$ cat src/rtl/sqrt_square_recon_if.sv
// Handshake/operand bundle for sqrt_square_recon.
// The exp_rad/match pair exists only when SQRT_RECON_CHECK_EN is defined.
interface sqrt_square_recon_if #(
  parameter int WIDTH = 8
);
  logic             start;
  logic [WIDTH-1:0] root;
  logic [WIDTH-1:0] rem;
  logic             busy;
  logic             valid;
  logic [WIDTH-1:0] rad;
  logic             ovf;
  logic             frac_err;
`ifdef SQRT_RECON_CHECK_EN
  logic [WIDTH-1:0] exp_rad;
  logic             match;

  modport master (output start, root, rem, exp_rad,
                  input  busy, valid, rad, ovf, frac_err, match);
  modport slave  (input  start, root, rem, exp_rad,
                  output busy, valid, rad, ovf, frac_err, match);
`else
  modport master (output start, root, rem,
                  input  busy, valid, rad, ovf, frac_err);
  modport slave  (input  start, root, rem,
                  output busy, valid, rad, ovf, frac_err);
`endif
endinterface

$ cat src/rtl/sqrt_square_recon.sv
// Rebuilds a radicand from (root, rem): rad = (root*root + rem) >> FBITS, one root bit per clock.
// Optional expected-value compare enabled by defining SQRT_RECON_CHECK_EN.
module sqrt_square_recon #(
  parameter int WIDTH = 8,
  parameter int FBITS = 0
) (
  input  logic               clk,
  input  logic               rst,
  sqrt_square_recon_if.slave bus
);
  localparam int ACC_W = 2*WIDTH + 1;
  localparam int MC_W  = 2*WIDTH;
  localparam int CNT_W = (WIDTH > 1) ? $clog2(WIDTH) : 1;
  localparam logic [CNT_W-1:0] LAST = CNT_W'(WIDTH-1);
  // Selects sum[FBITS-1:0]; all-zero when FBITS==0 so frac_err ties low.
  localparam logic [ACC_W-1:0] FRAC_MASK = (ACC_W'(1) << FBITS) - ACC_W'(1);

  typedef enum logic {IDLE, RUN} state_t;
  state_t state, state_n;

  logic [ACC_W-1:0] acc;
  logic [MC_W-1:0]  mcand;
  logic [WIDTH-1:0] mplier;
  logic [CNT_W-1:0] cnt;
  logic [ACC_W-1:0] sum;
  logic             busy;
  logic             last;

  logic [WIDTH-1:0] rad_q;
  logic             ovf_q;
  logic             frac_q;
  logic             valid_q;

  logic [WIDTH-1:0] rad_n;
  logic             ovf_n;
  logic             frac_n;

  always_ff @(posedge clk or posedge rst) begin
    if (rst) state <= IDLE;
    else     state <= state_n;
  end

  always_comb begin
    state_n = state;
    if (bus.start)                 state_n = RUN;
    else if (state == RUN && cnt == LAST) state_n = IDLE;
  end

  always_comb begin
    busy = (state == RUN);
    last = busy && (cnt == LAST) && !bus.start;
  end

  // Partial product for this root bit; sum also serves as the final result on the last step.
  always_comb begin
    sum    = acc + (mplier[0] ? ACC_W'(mcand) : '0);
    rad_n  = sum[FBITS+WIDTH-1:FBITS];
    ovf_n  = |(sum >> (FBITS + WIDTH));
    frac_n = |(sum & FRAC_MASK);
  end

  always_ff @(posedge clk or posedge rst) begin
    if (rst) begin
      acc     <= '0;
      mcand   <= '0;
      mplier  <= '0;
      cnt     <= '0;
      rad_q   <= '0;
      ovf_q   <= 1'b0;
      frac_q  <= 1'b0;
      valid_q <= 1'b0;
    end else if (bus.start) begin
      acc     <= ACC_W'(bus.rem);
      mcand   <= MC_W'(bus.root);
      mplier  <= bus.root;
      cnt     <= '0;
      valid_q <= 1'b0;
    end else if (busy) begin
      acc    <= sum;
      mcand  <= mcand << 1;
      mplier <= mplier >> 1;
      cnt    <= last ? '0 : cnt + CNT_W'(1);
      if (last) begin
        rad_q   <= rad_n;
        ovf_q   <= ovf_n;
        frac_q  <= frac_n;
        valid_q <= 1'b1;
      end
    end
  end

`ifdef SQRT_RECON_CHECK_EN
  logic [WIDTH-1:0] exp_q;
  logic             match_q;

  always_ff @(posedge clk or posedge rst) begin
    if (rst) begin
      exp_q   <= '0;
      match_q <= 1'b0;
    end else if (bus.start) begin
      exp_q   <= bus.exp_rad;
      match_q <= 1'b0;
    end else if (last) begin
      match_q <= (rad_n == exp_q) && !ovf_n && !frac_n;
    end
  end

  assign bus.match = match_q;
`endif

  assign bus.busy     = busy;
  assign bus.valid    = valid_q;
  assign bus.rad      = rad_q;
  assign bus.ovf      = ovf_q;
  assign bus.frac_err = frac_q;
endmodule

$ cat src/flat_wrapper.sv
// flat-port wrapper written by rule: the top's interface ports become plain ports
module sqrt_square_recon_flat 
#(
  parameter int WIDTH = 8,
  parameter int FBITS = 0
)
  (clk, rst, bus_start, bus_root, bus_rem, bus_busy, bus_valid, bus_rad, bus_ovf, bus_frac_err);
  sqrt_square_recon_if #(.WIDTH(WIDTH)) bus_i ();
  input  logic clk;
  input  logic rst;
  input wire logic [$bits(bus_i.start)-1:0] bus_start;
  input wire logic [$bits(bus_i.root)-1:0] bus_root;
  input wire logic [$bits(bus_i.rem)-1:0] bus_rem;
  output wire logic [$bits(bus_i.busy)-1:0] bus_busy;
  output wire logic [$bits(bus_i.valid)-1:0] bus_valid;
  output wire logic [$bits(bus_i.rad)-1:0] bus_rad;
  output wire logic [$bits(bus_i.ovf)-1:0] bus_ovf;
  output wire logic [$bits(bus_i.frac_err)-1:0] bus_frac_err;
  assign bus_i.start = bus_start;
  assign bus_i.root = bus_root;
  assign bus_i.rem = bus_rem;
  assign bus_busy = bus_i.busy;
  assign bus_valid = bus_i.valid;
  assign bus_rad = bus_i.rad;
  assign bus_ovf = bus_i.ovf;
  assign bus_frac_err = bus_i.frac_err;
  sqrt_square_recon #(.WIDTH(WIDTH), .FBITS(FBITS)) u_core (.clk(clk), .rst(rst), .bus(bus_i));
endmodule
$ cat config.mk
export PLATFORM = sky130hd
export DESIGN_NAME = sqrt_square_recon_flat
export DESIGN_NICKNAME = d
export VERILOG_FILES = /design/src/rtl/sqrt_square_recon_if.sv /design/src/rtl/sqrt_square_recon.sv /design/src/flat_wrapper.sv
export SDC_FILE = /design/constraint.sdc
export NUM_CORES = 1
export LEC_CHECK = 0
export CAP_MARGIN = 20
export CORE_AREA = 2 2 103 105
export CTS_CLUSTER_SIZE = 20
export DETAILED_ROUTE_END_ITERATION = 16
export DIE_AREA = 0 0 105 107
export PLACE_DENSITY = 0.62
export SYNTH_ARGS = -nofsm -noshare
export SYNTH_HDL_FRONTEND = slang
export SYNTH_SLANG_ARGS = --single-unit
$ cat constraint.sdc
create_clock -name clk -period 3.6 [get_ports clk]
set_input_delay 0.36 -clock clk [delete_from_list [all_inputs] [get_ports clk]]
set_output_delay 0.36 -clock clk [all_outputs]
set_load 0.05 [all_outputs]
Yosys cells after proc, flatten, opt, wreduce, memory -nomap -nowiden

Index checks and enable logic that the tools add are counted.
Widths: inputs -> output; s select.

Memories: 0
Flip-flop bits (word level): 55
Output and inout port bits: 12
Logic and storage cells: 36
ROM bits: 0
Bits in latches: 0
Memory bits (writable): 0
Input port bits: 19

Add/subtract/negate cells: 2
Reductions and logical operators: 9
Eq/ne operators: 1
Multiplexer cells: 15
Shifts and indexed selects: 0
Magnitude comparators: 0
Bitwise gates (word level): 1
Multipliers: 0
Divide/modulo/power cells: 0

Operators by type and width:

| operator            | number |
|---|---|
| $mux 16             | 3 |
| $mux 17             | 2 |
| $add 17x17->17      | 1 |
| $mux 8              | 2 |
| $mux 3              | 3 |
| $reduce_or 9->1     | 1 |
| $reduce_bool 2->1   | 3 |
| $mux 1              | 5 |
| $add 3x1->3 const B | 1 |
| $eq 3x3->1 const B  | 1 |
| $reduce_and 3->1    | 1 |
| $logic_and 1x1->1   | 2 |
| $reduce_and 2->1    | 1 |
| $logic_not 1->1     | 1 |
| $not 1->1           | 1 |

Longest topological paths before layout

Gate-level depths: netlist of the first run.

Depth in word-level cells: 6
Depth in mapped cells: 12
Mapped depth without buffers: 11

Worst setup path after synthesis of the first run

Ideal clock, no wire load.

Kind: register -> register
From: register u_core.mplier[0]
To: register u_core.ovf_q, in the netlist u_core.bus.ovf
Cell stages (with the launch flop): 13
Arrival time: 2.661 ns
Required time: 3.465 ns
Setup slack: 0.804 ns
Path buffers: 1
Setup time: 0.135 ns
Clock period less this slack: 2.796 ns
Cells stage by stage: dfrtp_1 -> clkbuf_1 -> and2_1 -> ha_1 -> fa_1 -> a211oi_2 -> o21ai_1 -> a21oi_2 -> xnor2_1 -> nor4_2 -> nand4b_1 -> nor4bb_1 -> a32oi_1

Word-level cells in the longest chain between the ends: 3

RTL lines:

| element                | line                    | text |
|---|---|---|
| from (decl)            | sqrt_square_recon.sv:23 | `logic [WIDTH-1:0] mplier;` |
| from (signal assigned) | sqrt_square_recon.sv:75 | `mplier <= bus.root;` |
| from (signal assigned) | sqrt_square_recon.sv:81 | `mplier <= mplier >> 1;` |
| $mux 16                | sqrt_square_recon.sv:56 | `sum = acc + (mplier[0] ? ACC_W'(mcand) : '0);` |
| $add 17x17->17         | sqrt_square_recon.sv:56 |  |
| $reduce_or 9->1        | sqrt_square_recon.sv:58 | `ovf_n = \|(sum >> (FBITS + WIDTH));` |
| to (signal assigned)   | sqrt_square_recon.sv:85 | `ovf_q <= ovf_n;` |
| to (decl)              | sqrt_square_recon.sv:30 | `logic ovf_q;` |

Every way passes these cells.
A chain may end at the register's enable or synchronous reset.

Worst setup path in the final report of the first run

Ends and elaborated chain as after synthesis.

==> impl_metrics.json, run 1 <==
{
  "status": "complete, no violations",
  "slew_violations": 0,
  "hpwl_mm": 4.716,
  "fmax_ghz": 0.3261,
  "power_density_nw_per_um2": 457.1,
  "drt-initial-drc-count": 70,
  "drcViolationCount": 0,
  "p_leak_nw": 1.835,
  "r2r-end": "u_core.bus.ovf",
  "peakVddDrop_v": 0.0001908,
  "skew_ns": 0.01449,
  "layout_common_cells": "dfrtp_1 (54), nor2_1 (40), clkdlybuf4s50_1 (28), mux2i_1 (24), nor2b_1 (22)",
  "crit_path_start_kind": "flop",
  "cts.root.buffer_cell": "clkbuf_8",
  "criticalPathCategory": "flop to flop",
  "cts_tree": "done",
  "cts_hold_buf": 0,
  "drtAntennaViolNets": 0,
  "layout_commonest_cell": "dfrtp_1",
  "clock-sinks": 55,
  "synth_cells": 353,
  "synthArstFlopShare": 1.000,
  "min_from": "u_core.bus.rad[4]",
  "hold_depth": 2,
  "final_util": 0.3827,
  "path_max_fanout": 17,
  "critPathLaunch": "u_core.mplier[0]",
  "start_util": 0.3354,
  "path_cells": "and2_1 -> ha_1 -> fa_1 -> a211oi_2 -> o21ai_1 -> a21oi_2 -> xnor2_1 -> nor4_2 -> nand4b_1 -> nor4bb_1 -> a32oi_1",
  "slowest_stage": "dfrtp_1",
  "die-area_um2": 11240,
  "synth_top_cell_area_share": 0.4067,
  "ys.flop_type": "dfrtp_1",
  "io_buffers": 29,
  "arrival_ns": 3.25,
  "yosys_register_bits": 55,
  "post_cts_buffers": 0,
  "routed_wl_mm": 6.863,
  "htreeDepth": 2,
  "io_pins": 31,
  "grt_use_met3": 0.02006,
  "synth_top_area_cell": "dfrtp_1",
  "critPathCaptureType": "flop",
  "std_cell_rows": 37,
  "worstSkewPairLatency_ns": 0.32,
  "tightest_slew_ns": 0.8572,
  "wl_per_cell_um": 13.43,
  "cp_top_family": "simple AND/OR/NAND/NOR gates",
  "grt_max_degree": 64,
  "post_dp_cell_area_um2": 3766,
  "die_w_um": 105,
  "synth_seq_area_share": 0.4067,
  "synth_area_leaders": "dfrtp_1 (41%), mux2i_1 (7.1%), ha_1 (6.7%)",
  "final_cell_area_um2": 3862,
  "synth.distinct_cells": 56,
  "rrSetupSlack_ns": 0.53,
  "die_y_um": 107,
  "fp.coreArea_um2": 10090,
  "crit_buf_inv": 0,
  "cap_violations": 0,
  "drive_gt1_frac": 0.08267,
  "clk_path_buf_depth": 2,
  "vias": 2546,
  "clk_pin_slew_worst_paths_ns": 0.12,
  "period_share": 0.8517,
  "synth_nets": 391,
  "synthToLayoutAreaGrowth_pct": 14.12,
  "synth_edf_count": 0,
  "r2r-start": "u_core.mplier[0]",
  "grt_pass1_vias": 2531,
  "antenna_found_initial": 0,
  "hp-class": "flop to flop",
  "setup_viol": 0,
  "grt-busiest-layer": "met2",
  "nets": 412,
  "max_slew_margin": 0.4277,
  "viasPerCell": 4.982,
  "yosysWarnings": 0,
  "routabilityCongestion": 0.8241,
  "required_ns": 3.79,
  "grt_first_pass_wirelength_mm": 11.79,
  "cts_buffers": 5,
  "hold_path_end": "u_core.bus.rad[4]",
  "grt.met1_usage": 0.1769,
  "reg2regPathDepth": 11,
  "p_total_mw": 1.766,
  "tns_ns": 0,
  "period_needed_ns": 3.066,
  "hold_slack_ns": 0.4847,
  "cpPeakStageDelay_ns": 0.52,
  "globalRouteMet2Util": 0.2096,
  "grt_use_total": 0.1287,
  "netlist_area_um2": 3384,
  "grt_setup_unrepaired": "false",
  "finalHoldViolCount": 0,
  "first_pass_iters": 4,
  "syn_area_per_cell_um2": 9.588,
  "gr-total-overflow": 0,
  "antenna_cells": 0,
  "cts_resized": 0
}
-- flip-flops by register name, indices dropped and copies added (netlist names) --
name	cells
u_core.acc	17
u_core.mcand	16
u_core.bus.rad	8
u_core.mplier	8
u_core.cnt	3
u_core.bus.busy	1
u_core.bus.ovf	1
u_core.bus.valid	1
-- cell type report --
type                       count  area (µm²)
sequential                    55        1378
timing repair buffer          32       307.8
clock inverter                 3       27.53
tap                          136       170.2
multi-input combinational    271        1877
fill                        1048        6230
inverter                       9       33.78
clock buffer                   5       68.82
-- worst max-delay path by stage --
stage,endpoint,slack (ns),depth (start not counted)
6_report,u_core.bus.ovf,0.53,11
5_1_grt,u_core.bus.ovf,0.25,11
4_1_cts,u_core.bus.ovf,0.49,11
3_5_place_dp,u_core.bus.ovf,0.50,11
3_3_place_gp,u_core.bus.ovf,0.60,11
2_1_floorplan,u_core.bus.ovf,0.80,12
-- worst min-delay path, cell delays in order, from the launching register on --
cell and delay, ns:
dfrtp_1 0.36, nand2_1 0.04, o21ai_0 0.06
-- report_power, final --
group,switching [mW],internal (mW)
registers,0.0526,0.697
logic,0.368,0.274
clock network,0.229,0.145
total,0.650,1.12
-- layer usage --
layer	vias up	wire length, µm	part of all wire
met2	53	3133	0.46
met1	1215	3405	0.50
met3	4	262	0.038
li1	1274	-	-
met5	-	0	0
met4	0	61	0.0089
-- cells by family after synthesis --
| family | share of synthesized area |
|---|---|
| compound gates | 0.1446 |
| simple gates | 0.2078 |
| flops | 0.4067 |
| xor+xnor | 0.03105 |
| fa+ha+maj | 0.07246 |
| buf+inv | 0.03881 |
| mux | 0.09760 |
| other cells | 0.001108 |
-- cells in the mapped netlist, types with 5 or more instances --
master and count:
dfrtp_1 55, nor2_1 40, mux2i_1 24, nor2b_1 22, o21ai_0 20, and2_1 19, nand2_1 19, ha_1 18
a211oi_1 15, a21oi_1 13, clkbuf_1 12, inv_1 9, mux2_2 8, xnor2_1 7, nand2b_1 6, a21o_1 5
a31oi_1 5, nor3_1 5, xor2_1 5
-- per-stage QoR --
stage	setup WS (ns)	instances
global placement	0.6025	503
floorplan	0.8036	353
detailed placement	0.4989	503
CTS	0.4852	511
finish	0.5337	511
global route	0.2528	511
Note: power is estimated with default switching activity, not from simulation.
==> run 2, diff against run 1 <==
- CELL_PAD_IN_SITES_DETAIL_PLACEMENT: not set -> 1
- CELL_PAD_IN_SITES_GLOBAL_PLACEMENT: not set -> 2
- CORE_AREA: 2 2 103 105 -> 8 8 109 111
- DIE_AREA: 0 0 105 107 -> 0 0 117 119
- PLACE_DENSITY: 0.62 -> 0.85
==> run 2 against run 1 <==
Effect of this change: cell count is 0.59% higher; largest power group unchanged; highest routed layer unchanged; critical endpoint unchanged; first-iteration DRC count is 5.7% lower; largest cell class unchanged; combinational power is 3% higher.
==> impl_metrics.json, run 2 (synthesis gave the netlist of run 1 again) <==
{
  "cts_buffers": 5,
  "clk_path_buf_depth": 2,
  "fp.coreArea_um2": 10090,
  "drive_gt1_frac": 0.08730,
  "grt_first_pass_wirelength_mm": 14.16,
  "max_slew_margin": 0.5746,
  "cp_top_family": "simple AND/OR/NAND/NOR gates",
  "slew_violations": 0,
  "setup_viol": 0,
  "routabilityCongestion": 0.8161,
  "finalHoldViolCount": 0,
  "cap_violations": 0,
  "largest_register": "u_core.acc",
  "cpPeakStageDelay_ns": 0.52,
  "io_pins": 31,
  "cts.root.buffer_cell": "clkbuf_8",
  "period_share": 0.8601,
  "required_ns": 3.80,
  "post_cts_buffers": 0,
  "routed_wl_mm": 8.149,
  "path_cells": "and2_1 -> ha_1 -> fa_1 -> a211oi_2 -> o21ai_1 -> a21oi_2 -> xnor2_1 -> nor4_2 -> nand4b_1 -> nor4bb_1 -> a32oi_1",
  "layout_commonest_cell": "dfrtp_1",
  "vias": 2578,
  "first_pass_iters": 4,
  "grt_max_degree": 60,
  "grt_setup_unrepaired": "false",
  "wl_per_cell_um": 15.85,
  "antenna_cells": 0,
  "nets": 415,
  "slowest_stage": "dfrtp_1",
  "clk_pin_slew_worst_paths_ns": 0.11,
  "top_regs": "u_core.acc: 17 flops, u_core.mcand: 16 flops",
  "htreeDepth": 2,
  "largest_reg_flops": 17,
  "arrival_ns": 3.30,
  "cts_resized": 0,
  "start_util": 0.3354,
  "drcViolationCount": 0,
  "path_max_fanout": 17,
  "p_total_mw": 1.788,
  "io_buffers": 29,
  "tns_ns": 0,
  "synthToLayoutAreaGrowth_pct": 14.57,
  "criticalPathCategory": "flop to flop",
  "grt_use_total": 0.1240,
  "tightest_slew_ns": 0.6372,
  "drtAntennaViolNets": 0,
  "critPathCaptureType": "flop",
  "p_leak_nw": 1.843,
  "drt-initial-drc-count": 66,
  "die_y_um": 119,
  "power_density_nw_per_um2": 461.2,
  "status": "complete, no violations",
  "fmax_ghz": 0.3230,
  "grt_pass1_vias": 2799,
  "layout_common_cells": "dfrtp_1 (54), nor2_1 (40), clkdlybuf4s50_1 (28), mux2i_1 (24), nor2b_1 (22)",
  "crit_buf_inv": 0,
  "peakVddDrop_v": 0.0001666,
  "die_w_um": 117,
  "worstSkewPairLatency_ns": 0.32,
  "skew_ns": 0.006609,
  "gr-total-overflow": 0,
  "die-area_um2": 13920,
  "clock-sinks": 55,
  "crit_path_start_kind": "flop",
  "hpwl_mm": 5.936,
  "cts_hold_buf": 0,
  "antenna_found_initial": 0,
  "period_needed_ns": 3.096,
  "hp-class": "primary input to async pin",
  "cts_tree": "done",
  "viasPerCell": 5.016,
  "std_cell_rows": 37
}
[run 2: cell types whose count changed in the layout (fill, tap and decap cells not counted)]
cell and change:
buf_4 +3, clkbuf_1 +1, inv_8 -1
[run 2: area by class of cell]
type	instances	area (µm²)
fillers	1200	6215
flip-flops and latches	55	1378
clock buffers	6	72.57
repair buffers	35	330.3
well taps	136	170.2
multi-input cells	271	1877
clock inverters	2	16.27
inverters	9	33.78
[run 2: routing by layer]
layer,GRT usage,vias up,wire (µm)
li1,-,1277,-
met1,0.1731,1265,4115
met2,0.1955,29,3763
met3,0.01617,7,169
met4,0.03363,0,100
met5,0,-,0
[run 2: final timing paths]
check	slack (ns)	endpoint	cells after the start	start
setup / recovery	0.50	u_core.bus.ovf	11	u_core.mplier[0]
hold / removal	0.44	u_core.acc[4]	2	rst
hold reg to reg	0.49	u_core.bus.rad[3]	2	u_core.bus.rad[3]
setup reg to reg	0.50	u_core.bus.ovf	11	u_core.mplier[0]
max in group asynchronous	2.51	u_core.bus.busy	3	rst
min in group clk	0.49	u_core.bus.rad[3]	2	u_core.bus.rad[3]
[run 2: metrics by stage]
stage | std cells | instance area [µm²] | hold slack [ns] | setup slack (ns) | util
after floorplan | 353 | 3385 | 0.4782 | 0.8036 | -
after global placement | 506 | 3789 | 0.4610 | 0.6019 | 0.3754
after detailed placement | 506 | 3789 | 0.4693 | 0.5327 | 0.3754
after CTS | 514 | 3877 | 0.4606 | 0.5003 | 0.3842
after global routing | 514 | 3877 | 0.5075 | 0.2150 | 0.3842
final | 514 | 3877 | 0.4377 | 0.5038 | 0.3842
[run 2: worst register-to-register path, delay by kind of cell, from the launching register on]
kind / cells / cell delay, ns
flops: 1 / 0.52
fa+ha+maj: 2 / 0.68
xor+xnor: 1 / 0.12
simple gates: 4 / 0.90
compound gates: 4 / 0.75
[run 2: power by group]
| group | internal, mW | switching, mW |
|---|---|---|
| clock network | 0.141 | 0.231 |
| registers | 0.697 | 0.0576 |
| logic | 0.275 | 0.386 |
==> run 3, diff against run 2 <==
- CORE_AREA: 8 8 109 111 -> 8 8 105 107
- DIE_AREA: 0 0 117 119 -> 0 0 113 115
- PLACE_DENSITY: 0.85 -> 0.9
==> run 3 against run 2 <==
Effect of this change: worst setup slack gained 0.021 ns; die area shrank 6.7%; clock power grew 17%; largest power group unchanged.
==> impl_metrics.json, run 3 (synthesis gave the netlist of run 1 again) <==
{
  "grt_setup_unrepaired": "false",
  "layout_common_cells": "dfrtp_1 (54), nor2_1 (40), clkdlybuf4s50_1 (28), mux2i_1 (24), nor2b_1 (22)",
  "vias": 2575,
  "nets": 414,
  "fmax_ghz": 0.3252,
  "largest_reg_flops": 17,
  "cap_violations": 0,
  "clock-sinks": 55,
  "io_buffers": 29,
  "hpwl_mm": 5.824,
  "io_pins": 31,
  "routabilityCongestion": 0.8074,
  "die_y_um": 115,
  "cts_resized": 0,
  "htreeDepth": 2,
  "layout_commonest_cell": "dfrtp_1",
  "required_ns": 3.80,
  "cpPeakStageDelay_ns": 0.52,
  "cts.root.buffer_cell": "clkbuf_8",
  "setup_viol": 0,
  "tightest_slew_ns": 0.7132,
  "largest_register": "u_core.acc",
  "post_dp_cell_area_um2": 3754,
  "seqCellArea_um2": 1378,
  "finalHoldViolCount": 0,
  "slew_violations": 0,
  "peakVddDrop_v": 0.0001666,
  "clk_path_buf_depth": 2,
  "cts_tree": "done",
  "drtAntennaViolNets": 0,
  "std_cell_rows": 36,
  "worstSkewPairLatency_ns": 0.32,
  "drt-initial-drc-count": 77,
  "cts_buffers": 5,
  "hp-class": "primary input to async pin",
  "p_leak_nw": 1.852,
  "criticalPathCategory": "flop to flop",
  "power_density_nw_per_um2": 478.0,
  "tns_ns": 0,
  "die_w_um": 113,
  "drive_gt1_frac": 0.08753,
  "first_pass_iters": 4,
  "grt_pass1_vias": 2829,
  "path_cells": "and2_1 -> ha_1 -> fa_1 -> a211oi_2 -> o21ai_1 -> a21oi_2 -> xnor2_1 -> nor4_2 -> nand4b_1 -> nor4bb_1 -> a32oi_1",
  "hold_slack_ns": 0.4202,
  "routed_wl_mm": 7.946,
  "antenna_found_initial": 0,
  "start_util": 0.3578,
  "wl_per_cell_um": 16.18,
  "max_slew_margin": 0.5245,
  "multi_input_area_um2": 1877,
  "slowest_stage": "dfrtp_1",
  "cts_hold_buf": 0,
  "path_max_fanout": 17,
  "status": "complete, no violations",
  "die-area_um2": 13000,
  "fp.coreArea_um2": 9459,
  "period_needed_ns": 3.075,
  "viasPerCell": 5.244,
  "top_regs": "u_core.acc: 17 flops, u_core.mcand: 16 flops",
  "antenna_cells": 0,
  "grt_first_pass_wirelength_mm": 13.81,
  "critPathCaptureType": "flop",
  "skew_ns": 0.01140,
  "arrival_ns": 3.27,
  "final_cell_area_um2": 3869,
  "grt_max_degree": 60,
  "crit_path_start_kind": "flop",
  "grt_use_total": 0.1287,
  "period_share": 0.8541,
  "post_cts_buffers": 0,
  "synthToLayoutAreaGrowth_pct": 14.31,
  "drcViolationCount": 0,
  "gr-total-overflow": 0,
  "fill_cells": 1108,
  "clk_pin_slew_worst_paths_ns": 0.11
}
## run 3: changes by cell type in the layout (fill, tap and decap cells not counted), sizes merged
cell,before,now
buf,7,6
bufinv,0,1
clkbuf,6,5
## run 3: cell type report
cell class,count,area share
multi-input cells,271,0.4851
flip-flops and latches,55,0.3561
repair buffers,34,0.08344
well taps,114,0.03687
clock buffers,5,0.01779
clock inverters,3,0.01197
inverters,9,0.008732
## run 3: metrics by stage
step	utilization	instances	worst slack [ns]	total power, mW
floorplan	-	353	0.8036	1.246
global placement	0.3968	483	0.6015	1.405
detailed placement	0.3968	483	0.5315	1.428
CTS	0.4090	491	0.4911	1.875
global route	0.4090	491	0.3107	1.972
finish	0.4090	491	0.5253	1.849
## run 3: final timing paths
kind	start	to	cells past startpoint	slack, ns
min in group clk	u_core.bus.rad[2]	u_core.bus.rad[2]	2	0.49
worst min-delay path	rst	u_core.bus.rad[2]	2	0.42
worst max register to register	u_core.mplier[0]	u_core.bus.ovf	11	0.53
worst min register to register	u_core.bus.rad[2]	u_core.bus.rad[2]	2	0.49
max in group asynchronous	rst	u_core.bus.busy	3	2.52
worst max-delay path	u_core.mplier[0]	u_core.bus.ovf	11	0.53
## run 3: where the power goes
| group | internal (mW) | leakage, nW | switching, mW |
|---|---|---|---|
| clock | 0.210 | 0.0548 | 0.225 |
| sequential | 0.697 | 0.694 | 0.0561 |
| combinational | 0.276 | 1.10 | 0.386 |
## run 3: critical path, delay by kind of cell, from the launching register on
| kind | cells | cell delay, ns |
|---|---|---|
| DFF | 1 | 0.52 |
| AOI/OAI and AO/OA | 4 | 0.74 |
| and+or+nand+nor | 4 | 0.91 |
| xor gates and xnor gates | 1 | 0.12 |
| adders and majority gates | 2 | 0.67 |
## run 3: metal layers
metal  wire length (µm)  vias to the layer above  part of all wire  GRT usage
li1                   -                     1273                 -          -
met1               3933                     1262              0.49     0.1688
met4                122                        0             0.015    0.04174
met2               3713                       32              0.47     0.2127
met5                  0                        -                 0          0
met3                177                        8             0.022    0.01996
